[src/rtl/tnoc_output_arbiter.sv]
// tnoc_output_arbiter: packet-atomic N:1 output arbiter with a one-flit output register.
// An IDLE cycle picks a requester; BUSY forwards that port's flits until its tail is accepted.
// Optional build macro TNOC_OUTPUT_ARBITER_ROUND_ROBIN_EN selects round-robin arbitration;
// without it the lowest-index valid port wins.
module tnoc_output_arbiter #(
    parameter int FLIT_WIDTH = 64,
    parameter int PORTS      = 5
) (
    input  logic                        clk,
    input  logic                        rst,
    input  logic [PORTS-1:0]            i_valid,
    input  logic [PORTS-1:0]            i_tail,
    input  logic [PORTS*FLIT_WIDTH-1:0] i_flit,
    output logic [PORTS-1:0]            o_ready,
    output logic                        o_valid,
    output logic                        o_tail,
    output logic [FLIT_WIDTH-1:0]       o_flit,
    input  logic                        i_ready,
    output logic [PORTS-1:0]            o_grant
);

    localparam int IDX_W = (PORTS > 1) ? $clog2(PORTS) : 1;

    typedef enum logic {StIdle, StBusy} state_t;

    state_t                r_state;
    state_t                w_state_next;
    logic [PORTS-1:0]      r_grant;
    logic [IDX_W-1:0]      r_idx;
    logic                  r_valid;
    logic                  r_tail;
    logic [FLIT_WIDTH-1:0] r_flit;

    logic                  w_sel_found;
    logic [IDX_W-1:0]      w_sel_idx;
    logic                  w_can_accept;
    logic                  w_xfer;
    logic                  w_xfer_tail;
    logic [FLIT_WIDTH-1:0] w_in_flit;

    assign w_in_flit = i_flit[r_idx*FLIT_WIDTH +: FLIT_WIDTH];

`ifdef TNOC_OUTPUT_ARBITER_ROUND_ROBIN_EN
    logic [IDX_W-1:0] r_ptr;
    logic [IDX_W-1:0] w_cand;

    // Round-robin pick: first valid port scanning upward from the pointer, wrapping.
    always_comb begin
        w_sel_found = 1'b0;
        w_sel_idx   = '0;
        w_cand      = '0;
        for (int i = 0; i < PORTS; i++) begin
            w_cand = IDX_W'((int'(r_ptr) + i) % PORTS);
            if (!w_sel_found && i_valid[w_cand]) begin
                w_sel_found = 1'b1;
                w_sel_idx   = w_cand;
            end
        end
    end

    // Pointer moves past the owner once its tail has been accepted.
    always_ff @(posedge clk) begin
        if (rst) begin
            r_ptr <= '0;
        end else if (w_xfer_tail) begin
            r_ptr <= (r_idx == IDX_W'(PORTS - 1)) ? '0 : r_idx + IDX_W'(1);
        end
    end
`else
    // Fixed priority pick: lowest-index valid port.
    always_comb begin
        w_sel_found = 1'b0;
        w_sel_idx   = '0;
        for (int i = 0; i < PORTS; i++) begin
            if (!w_sel_found && i_valid[i]) begin
                w_sel_found = 1'b1;
                w_sel_idx   = IDX_W'(i);
            end
        end
    end
`endif

    // Next state and input-side handshake; only the owner is ever offered ready.
    always_comb begin
        w_state_next = r_state;
        w_can_accept = !r_valid || i_ready;
        o_ready      = '0;
        if (r_state == StBusy && w_can_accept) begin
            o_ready = r_grant;
        end
        w_xfer      = |(o_ready & i_valid);
        w_xfer_tail = w_xfer && i_tail[r_idx];
        unique case (r_state)
            StIdle:  if (w_sel_found) w_state_next = StBusy;
            StBusy:  if (w_xfer_tail) w_state_next = StIdle;
            default: w_state_next = StIdle;
        endcase
    end

    // State register and grant ownership.
    always_ff @(posedge clk) begin
        if (rst) begin
            r_state <= StIdle;
            r_grant <= '0;
            r_idx   <= '0;
        end else begin
            r_state <= w_state_next;
            if (r_state == StIdle && w_sel_found) begin
                r_grant <= PORTS'(1) << w_sel_idx;
                r_idx   <= w_sel_idx;
            end else if (w_xfer_tail) begin
                r_grant <= '0;
            end
        end
    end

    // Output register: load on accept, drain when downstream takes it, else hold.
    always_ff @(posedge clk) begin
        if (rst) begin
            r_valid <= 1'b0;
            r_tail  <= 1'b0;
            r_flit  <= '0;
        end else if (w_xfer) begin
            r_valid <= 1'b1;
            r_tail  <= i_tail[r_idx];
            r_flit  <= w_in_flit;
        end else if (i_ready) begin
            r_valid <= 1'b0;
        end
    end

    assign o_valid = r_valid;
    assign o_tail  = r_tail;
    assign o_flit  = r_flit;
    assign o_grant = r_grant;

endmodule

[config.mk]
export PLATFORM = sky130hd
export DESIGN_NAME = tnoc_output_arbiter
export DESIGN_NICKNAME = d
export VERILOG_FILES = /design/src/rtl/tnoc_output_arbiter.sv
export SDC_FILE = /design/constraint.sdc
export NUM_CORES = 1
export LEC_CHECK = 0
export CAP_MARGIN = 30
export CORE_AREA = 2 2 161 163
export CTS_BUF_LIST = sky130_fd_sc_hd__clkbuf_4
export DETAILED_ROUTE_END_ITERATION = 8
export DIE_AREA = 0 0 163 165
export RECOVER_POWER = 25
export SYNTH_ARGS = -nofsm -noshare
export SYNTH_HDL_FRONTEND = slang
export SYNTH_SLANG_ARGS = --single-unit
[constraint.sdc]
create_clock -name clk -period 3.95 [get_ports clk]
set_input_delay 0.5925 -clock clk [delete_from_list [all_inputs] [get_ports clk]]
set_output_delay 0.5925 -clock clk [all_outputs]
set_load 0.005 [all_outputs]
==> results of run 1 <==
cell usage after synthesis (2+ instances only):
cell type	n
dfxtp_1	75
nor2_1	6
nand3_1	2
buf_2	22
a22oi_1	65
buf_1	4
mux4_2	64
o21ai_0	5
and3_1	5
o21ai_1	60
buf_4	3
clkbuf_1	16
nor3_1	2
a22o_1	3
nand2_1	67
nor2b_1	3
a21oi_1	5
o2bb2ai_1	2
inv_1	3
stage by stage:
stage          cell area, um^2  hold slack, ns  utilization (%)
5_1_grt                   9030           0.476             36.1
6_report                  9030           0.451             36.1
4_1_cts                   9030           0.459             36.1
3_5_place_dp              8900           0.441             35.5
2_1_floorplan             4520           0.446                -
3_3_place_gp              8900           0.435             35.5
kinds of logic (layout without fill, tap and decap cells):
kind of cell	after synthesis	count (layout)
other cells	0	1
buf+inv	48	435
simple gates	92	92
compound gates	145	145
mux	66	66
flops	75	75
flip-flops by register name, indices dropped and copies added (netlist names):
name / cells
o_valid: 1
o_flit: 64
o_tail: 1
r_idx: 3
r_state: 1
o_grant: 5
how the worst max path moves through the flow:
stage / from / to / slack [ns] / depth (start not counted)
finish: i_valid[1] / o_flit[38] / 1.36 / 6
global route: r_idx[0] / o_flit[53] / 1.28 / 4
CTS: i_ready / o_ready[0] / 1.39 / 4
detailed placement: i_valid[1] / o_flit[38] / 1.08 / 6
global placement: i_valid[1] / o_flit[38] / 1.11 / 6
floorplan: i_valid[0] / o_grant[2] / 2.13 / 4
critical path, cell delays in order:
cell	delay (ns)
dlygate4sd3_1	0.61
a222oi_1	0.41
a211o_1	0.28
or2_2	0.57
buf_12	0.28
o21ai_0	0.12
report_power, final:
group          internal (W)  total, W  switching, W
logic              0.000521  0.000743      0.000222
registers          0.000798  0.000851     0.0000531
clock network      0.000195  0.000478      0.000283
placed cells by master (no fill, tap or decap), types with 3 or more instances in the layout:
| cell type | Yosys | layout |
|---|---|---|
| clkdlybuf4s50_1 | 0 | 374 |
| dfxtp_1 | 75 | 73 |
| nand2_1 | 67 | 67 |
| a22oi_1 | 65 | 65 |
| mux4_2 | 64 | 64 |
| o21ai_1 | 60 | 60 |
| dlygate4sd3_1 | 0 | 34 |
| clkbuf_4 | 0 | 10 |
| buf_4 | 3 | 7 |
| o21ai_0 | 5 | 6 |
| nor2_1 | 6 | 6 |
| and3_1 | 5 | 5 |
| a21oi_1 | 5 | 5 |
| a22o_1 | 3 | 3 |
| clkinv_2 | 0 | 3 |
layer usage:
layer | vias up | track usage [%]
li1 | 2438 | -
met1 | 2508 | 17.5
met2 | 262 | 28.4
met3 | 23 | 5.17
met4 | 2 | 4.34
met5 | - | 0
layout make-up:
class / instances / area, um^2
Fill cell: 2551 / 16000
Tap cell: 330 / 413
Multi-Input combinational cell: 303 / 2810
Timing Repair Buffer: 416 / 4160
Clock inverter: 6 / 56.3
Clock buffer: 10 / 75.1
Inverter: 3 / 11.3
Antenna cell: 1 / 2.50
Sequential cell: 75 / 1510
==> flow_summary.yaml, run 1 <==
die:
  die_y_um: 165
  start_util_pct: 18.0
  num_rows: 58
  die_w_um: 163
  die_area_um2: 26900
  ios: 409
  core_um2: 25000
clock_tree:
  numCtsBuffers: 9
  clock_sinks: 75
  clk_latency_ns: 0.43
  cts_max_level: 3
  clock_path_buffers: 2
  cts_tree: "yes"
  cts_hold_buf: 0
  clk_pin_slew_worst_paths_ns: 0.12
  cts_root_buffer: "clkbuf_4"
  post-cts-setup-buffers: 0
  cts_resized: 0
final_layout:
  nets: 1141
  instances_no_fill: 1144
  final_layout_size_suffix_gt1_share_pct: 11.8
  syn2layout_area_growth_pct: 99.9
timing:
  layout_min_cycle_time_ns: 2.59
  setup_tns_ns: 0
  rsz0062_at_grt: "false"
  slew_headroom_pct: 40.9
  final_max_slew_viol_count: 0
  setup_slack_ns: 1.36
  fmax_ghz: 0.386
  finClkSkew_ns: 0.0135
  timing.final.crit_share_pct: 65.5
  setup_violations: 0
  tightest_slew_ns: 0.886
  hold_viol: 0
synthesis:
  synth_seq_area_share_pct: 33.2
  synth_cells: 426
  yosys.cell_types.count: 33
  synth_nets: 759
  async_reset_ff_share_pct: 0
  yosys_warnings: 0
  ys_ff_latch: 75
  synthMuxAreaShare_pct: 32.4
  synth_fa_ha_area_share_pct: 0
  ys.flop_type: "dfxtp_1"
  yosys.area.top_type: "dfxtp_1"
  synth_top_area_share_pct: 33.2
  synth.area.top_cells: "dfxtp_1 33%, mux4_2 32%, a22oi_1 11%"
  synth_top_family_by_area: "multiplexers"
  syn_avg_cell_area_um2: 10.6
  synth_compound_area_share_pct: 20.6
  synthSimpleGateAreaFrac_pct: 8.92
  synthXorXnorAreaFrac_pct: 0
  netlist_area_um2: 4520
  synth_edf_count: 0
status:
  status: "finished, final reports clean"
global_routing:
  grt_max_degree: 66
  grt-ovfl-total: 0
  grt_pass1_wl_um: 31500
  grt_pass1_vias: 5474
  grt_use_total_pct: 15.7
  antenna_found_initial: 2
route:
  drc: 0
  wl_met2_um: 11000
  drt-met1-wl_um: 8480
  vias_per_cell: 4.57
  drtIter0Drc: 240
  dr_wl_met3_um: 1990
  highest_layer: "met5"
  first_pass_iters: 5
  wire_per_inst_um: 19.1
  drt-total-wl_um: 21800
  antenna_left: 0
  num_vias: 5233
hold_path:
  hold_path_class: "flip-flop to flip-flop"
  hold_start: "o_flit[43]"
  hold_path_end: "o_flit[43]"
  whs_path_depth: 2
worst_setup_path:
  ff2ff_path_depth: 4
  cp.required_ns: 4.27
  regToRegEndpoint: "o_flit[53]"
  cp-end-kind: "flip-flop"
  path_max_fanout: 33
  worst-r2r-setup-slack_ns: 1.46
  critical_path_class: "input port to flip-flop"
  critPathArrivalTime_ns: 2.90
  cp-start-kind: "input port"
  crit-reg2reg-launch: "r_idx[0]"
placement:
  portBuffers: 408
  place.gp.congestion: 0.796
  placed_cells: 1127
  dpl.hpwl_um: 17500
  post-place-ws_ns: 1.08
power:
  p_leak_nw: 3.26
  ir_drop_mv: 0.127
  pwr_density_cell_nw_per_um2: 229
  power_w: 0.00207
flow_run:
  drv_cap: 0
Note: power is estimated with default switching activity, not from simulation.
==> run 2, diff against run 1 <==
--- a/config.mk
+++ b/config.mk
@@ -6,10 +6,10 @@
 export NUM_CORES = 1
 export LEC_CHECK = 0
 export CAP_MARGIN = 30
-export CORE_AREA = 2 2 161 163
+export CORE_AREA = 2 2 157 159
 export CTS_BUF_LIST = sky130_fd_sc_hd__clkbuf_4
 export DETAILED_ROUTE_END_ITERATION = 8
-export DIE_AREA = 0 0 163 165
+export DIE_AREA = 0 0 159 161
 export RECOVER_POWER = 25
 export SYNTH_ARGS = -nofsm -noshare
 export SYNTH_HDL_FRONTEND = slang
==> constraint.sdc (replaced) <==
create_clock -name clk -period 2.07 [get_ports clk]
set_input_delay 0.3105 -clock clk [delete_from_list [all_inputs] [get_ports clk]]
set_output_delay 0.3105 -clock clk [all_outputs]
set_load 0.005 [all_outputs]
==> run 2 against run 1 <==
Flip-flop and latch count did not move. Wire length fell by 2.8%. Non-clock buffer count rose by 17. Power rose by 100%. Sequential share of layout area fell by 0.41 points. Cell area rose by 2.6%. Global-route usage rose by 0.44 points. Sequential power rose by 86%. First-iteration DRC count rose by 20%. Clock skew fell by 0.0030 ns. Register-to-register slack got worse by 1.3 ns. Die area fell by 4.8%. Largest cell class unchanged. Largest power group unchanged.
==> flow_summary.yaml, run 2 (synthesized netlist as in run 1, its figures left out) <==
final_layout:
  nFillCells: 2452
  final_layout_size_suffix_gt1_share_pct: 13.4
  largest_reg_flops: 64
  postLayoutCoreUtil_pct: 38.7
  layout_commonest_cell: "clkdlybuf4s50_1"
  syn2layout_area_growth_pct: 105
  instances_no_fill: 1155
  mostFrequentLayoutCells: "389 x clkdlybuf4s50_1, 72 x dfxtp_1, 67 x nand2_1"
  nets: 1158
power:
  pwr-share-comb_pct: 36.7
  switchingPower_w: 0.00108
  p_int_w: 0.00305
  pwr_density_cell_nw_per_um2: 446
  power_w: 0.00414
  clkPwrFrac_pct: 25.1
  p_seq_share_pct: 38.2
  ir_drop_mv: 0.213
  p_leak_nw: 3.32
  switching_share_pct: 26.2
timing:
  rsz0062_at_grt: "false"
  tightest_slew_ns: 0.501
  hold_viol: 0
  setup_tns_ns: 0
  final_max_slew_viol_count: 0
  timing.final.crit_share_pct: 95.5
  slew_headroom_pct: 66.5
  timing.hold.ws_ns: 0.452
  fmax_ghz: 0.506
  setup_violations: 0
  finClkSkew_ns: 0.0105
  layout_min_cycle_time_ns: 1.98
route:
  drc: 0
  drtIter0Drc: 287
  first_pass_iters: 4
  vias_per_cell: 4.52
  drt-met1-wl_um: 8860
  highest_layer: "met4"
  wl_met2_um: 10500
  num_vias: 5217
  dr_wl_met3_um: 1610
  antenna_left: 0
  drt-total-wl_um: 21200
  wire_per_inst_um: 18.4
placement:
  placed_cells: 1138
  place.gp.congestion: 0.865
  portBuffers: 408
  dpl.hpwl_um: 18000
global_routing:
  grt_use_total_pct: 16.1
  grt_max_degree: 43
  grt_pass1_wl_um: 31700
  grt_pass1_vias: 5448
  grt-ovfl-total: 0
  antenna_found_initial: 1
clock_tree:
  cts_root_buffer: "clkbuf_4"
  numCtsBuffers: 9
  cts_max_level: 3
  clk_pin_slew_worst_paths_ns: 0.12
  clock_sinks: 75
  clk_latency_ns: 0.43
  cts_tree: "yes"
  post-cts-setup-buffers: 0
  clock_path_buffers: 2
worst_setup_path:
  regToRegEndpoint: "o_flit[41]"
  crit_path_frequent_cell: "clkdlybuf4s50_1"
  path_max_fanout: 6
  crit-reg2reg-launch: "o_grant[1]"
  critPathArrivalTime_ns: 1.67
  cp_num_buf_inv: 2
  crit_family: "buffers and inverters"
  worst-r2r-setup-slack_ns: 0.21
  cp-end-kind: "output pin"
  cp.required_ns: 1.76
  ff2ff_path_depth: 6
  critPathMaxStageDelay_ns: 0.49
  cp-start-kind: "input port"
  cp_cell_sequence: "clkdlybuf4s50_1, nand2b_1, and3_1, clkdlybuf4s50_1"
  crit_slowest_cell: "clkdlybuf4s50_1"
  critical_path_class: "input port to output pin"
die:
  die_y_um: 161
  die_w_um: 159
  die_area_um2: 25600
  num_rows: 57
  start_util_pct: 18.9
  ios: 409
  core_um2: 24000
hold_path:
  hold_path_end: "o_flit[26]"
  whs_path_depth: 2
  hold_path_class: "flip-flop to flip-flop"
  hold_start: "o_flit[26]"
status:
  status: "finished, final reports clean"
flow_run:
  drv_cap: 0
## run 2: changes by cell type in the layout (fill, tap and decap cells not counted), sizes merged
cell | previous run | this run
inv | 3 | 5
clkdlybuf4s50 | 374 | 389
clkinv | 4 | 2
bufinv | 1 | 2
buf | 8 | 22
dlygate4sd3 | 34 | 19
clkbuf | 10 | 12
## run 2: what timing repair did
| action | in CTS | in global routing |
|---|---|---|
| hold buffers | 0 | 0 |
| endpoints found under the hold margin | 0 | 0 |
| endpoints found under the setup margin | 0 | 5 |
| resized for setup | 0 | 1 |
## run 2: worst min-delay path: stages, from the launching register on
cell and delay, ns:
dfxtp_1 0.33, nand2_1 0.05, o21ai_1 0.05
## run 2: power by group through the flow
| stage | Combinational, W | Sequential (W) | Clock (W) |
|---|---|---|---|
| floorplan | 0.000563 | 0.00160 | 0 |
| global placement | 0.00155 | 0.00161 | 0 |
| detailed placement | 0.00156 | 0.00161 | 0 |
| CTS | 0.00156 | 0.00158 | 0.00112 |
| global route | 0.00162 | 0.00159 | 0.00118 |
| finish | 0.00152 | 0.00158 | 0.00104 |
## run 2: worst max-delay path by stage
stage,to,cells past startpoint,slack (ns),startpoint
5_1_grt,o_ready[4],3,0.02,o_valid
3_5_place_dp,o_flit[39],6,-0.002,i_valid[0]
6_report,o_ready[4],4,0.09,i_ready
2_1_floorplan,o_flit[17],6,0.33,r_idx[0]
3_3_place_gp,o_flit[39],6,0.02,i_valid[2]
4_1_cts,o_ready[0],2,0.03,r_state
## run 2: area by class of cell
type	instances	area, um^2	area share, %
antenna	1	2.50	0.0270
inverter	3	11.3	0.122
sequential	75	1510	16.3
clock buffer	9	67.6	0.729
timing repair buffer	433	4380	47.3
tap	324	405	4.37
multi-input combinational	303	2800	30.2
clock inverter	7	90.1	0.972
## run 2: stage by stage
| stage | setup WS, ns | cell area (um^2) |
|---|---|---|
| global route | 0.0230 | 9270 |
| floorplan | 0.326 | 4520 |
| CTS | 0.0325 | 9290 |
| detailed placement | -0.00239 | 9130 |
| global placement | 0.0152 | 9130 |
| finish | 0.0934 | 9270 |
## run 2: routing by layer
metal / vias to the layer above / GRT usage [%]
met3: 12 / 4.57
met5: - / 0
met1: 2475 / 19.8
met2: 254 / 27.8
li1: 2476 / -
met4: 0 / 4.01
==> run 3, diff against run 2 <==
--- a/config.mk
+++ b/config.mk
@@ -11,6 +11,7 @@
 export DETAILED_ROUTE_END_ITERATION = 8
 export DIE_AREA = 0 0 159 161
 export RECOVER_POWER = 25
+export SLEW_MARGIN = 20
 export SYNTH_ARGS = -nofsm -noshare
 export SYNTH_HDL_FRONTEND = slang
 export SYNTH_SLANG_ARGS = --single-unit
==> results of run 3 <==
Final layout, timing and power as in run 2 (identical DEF).
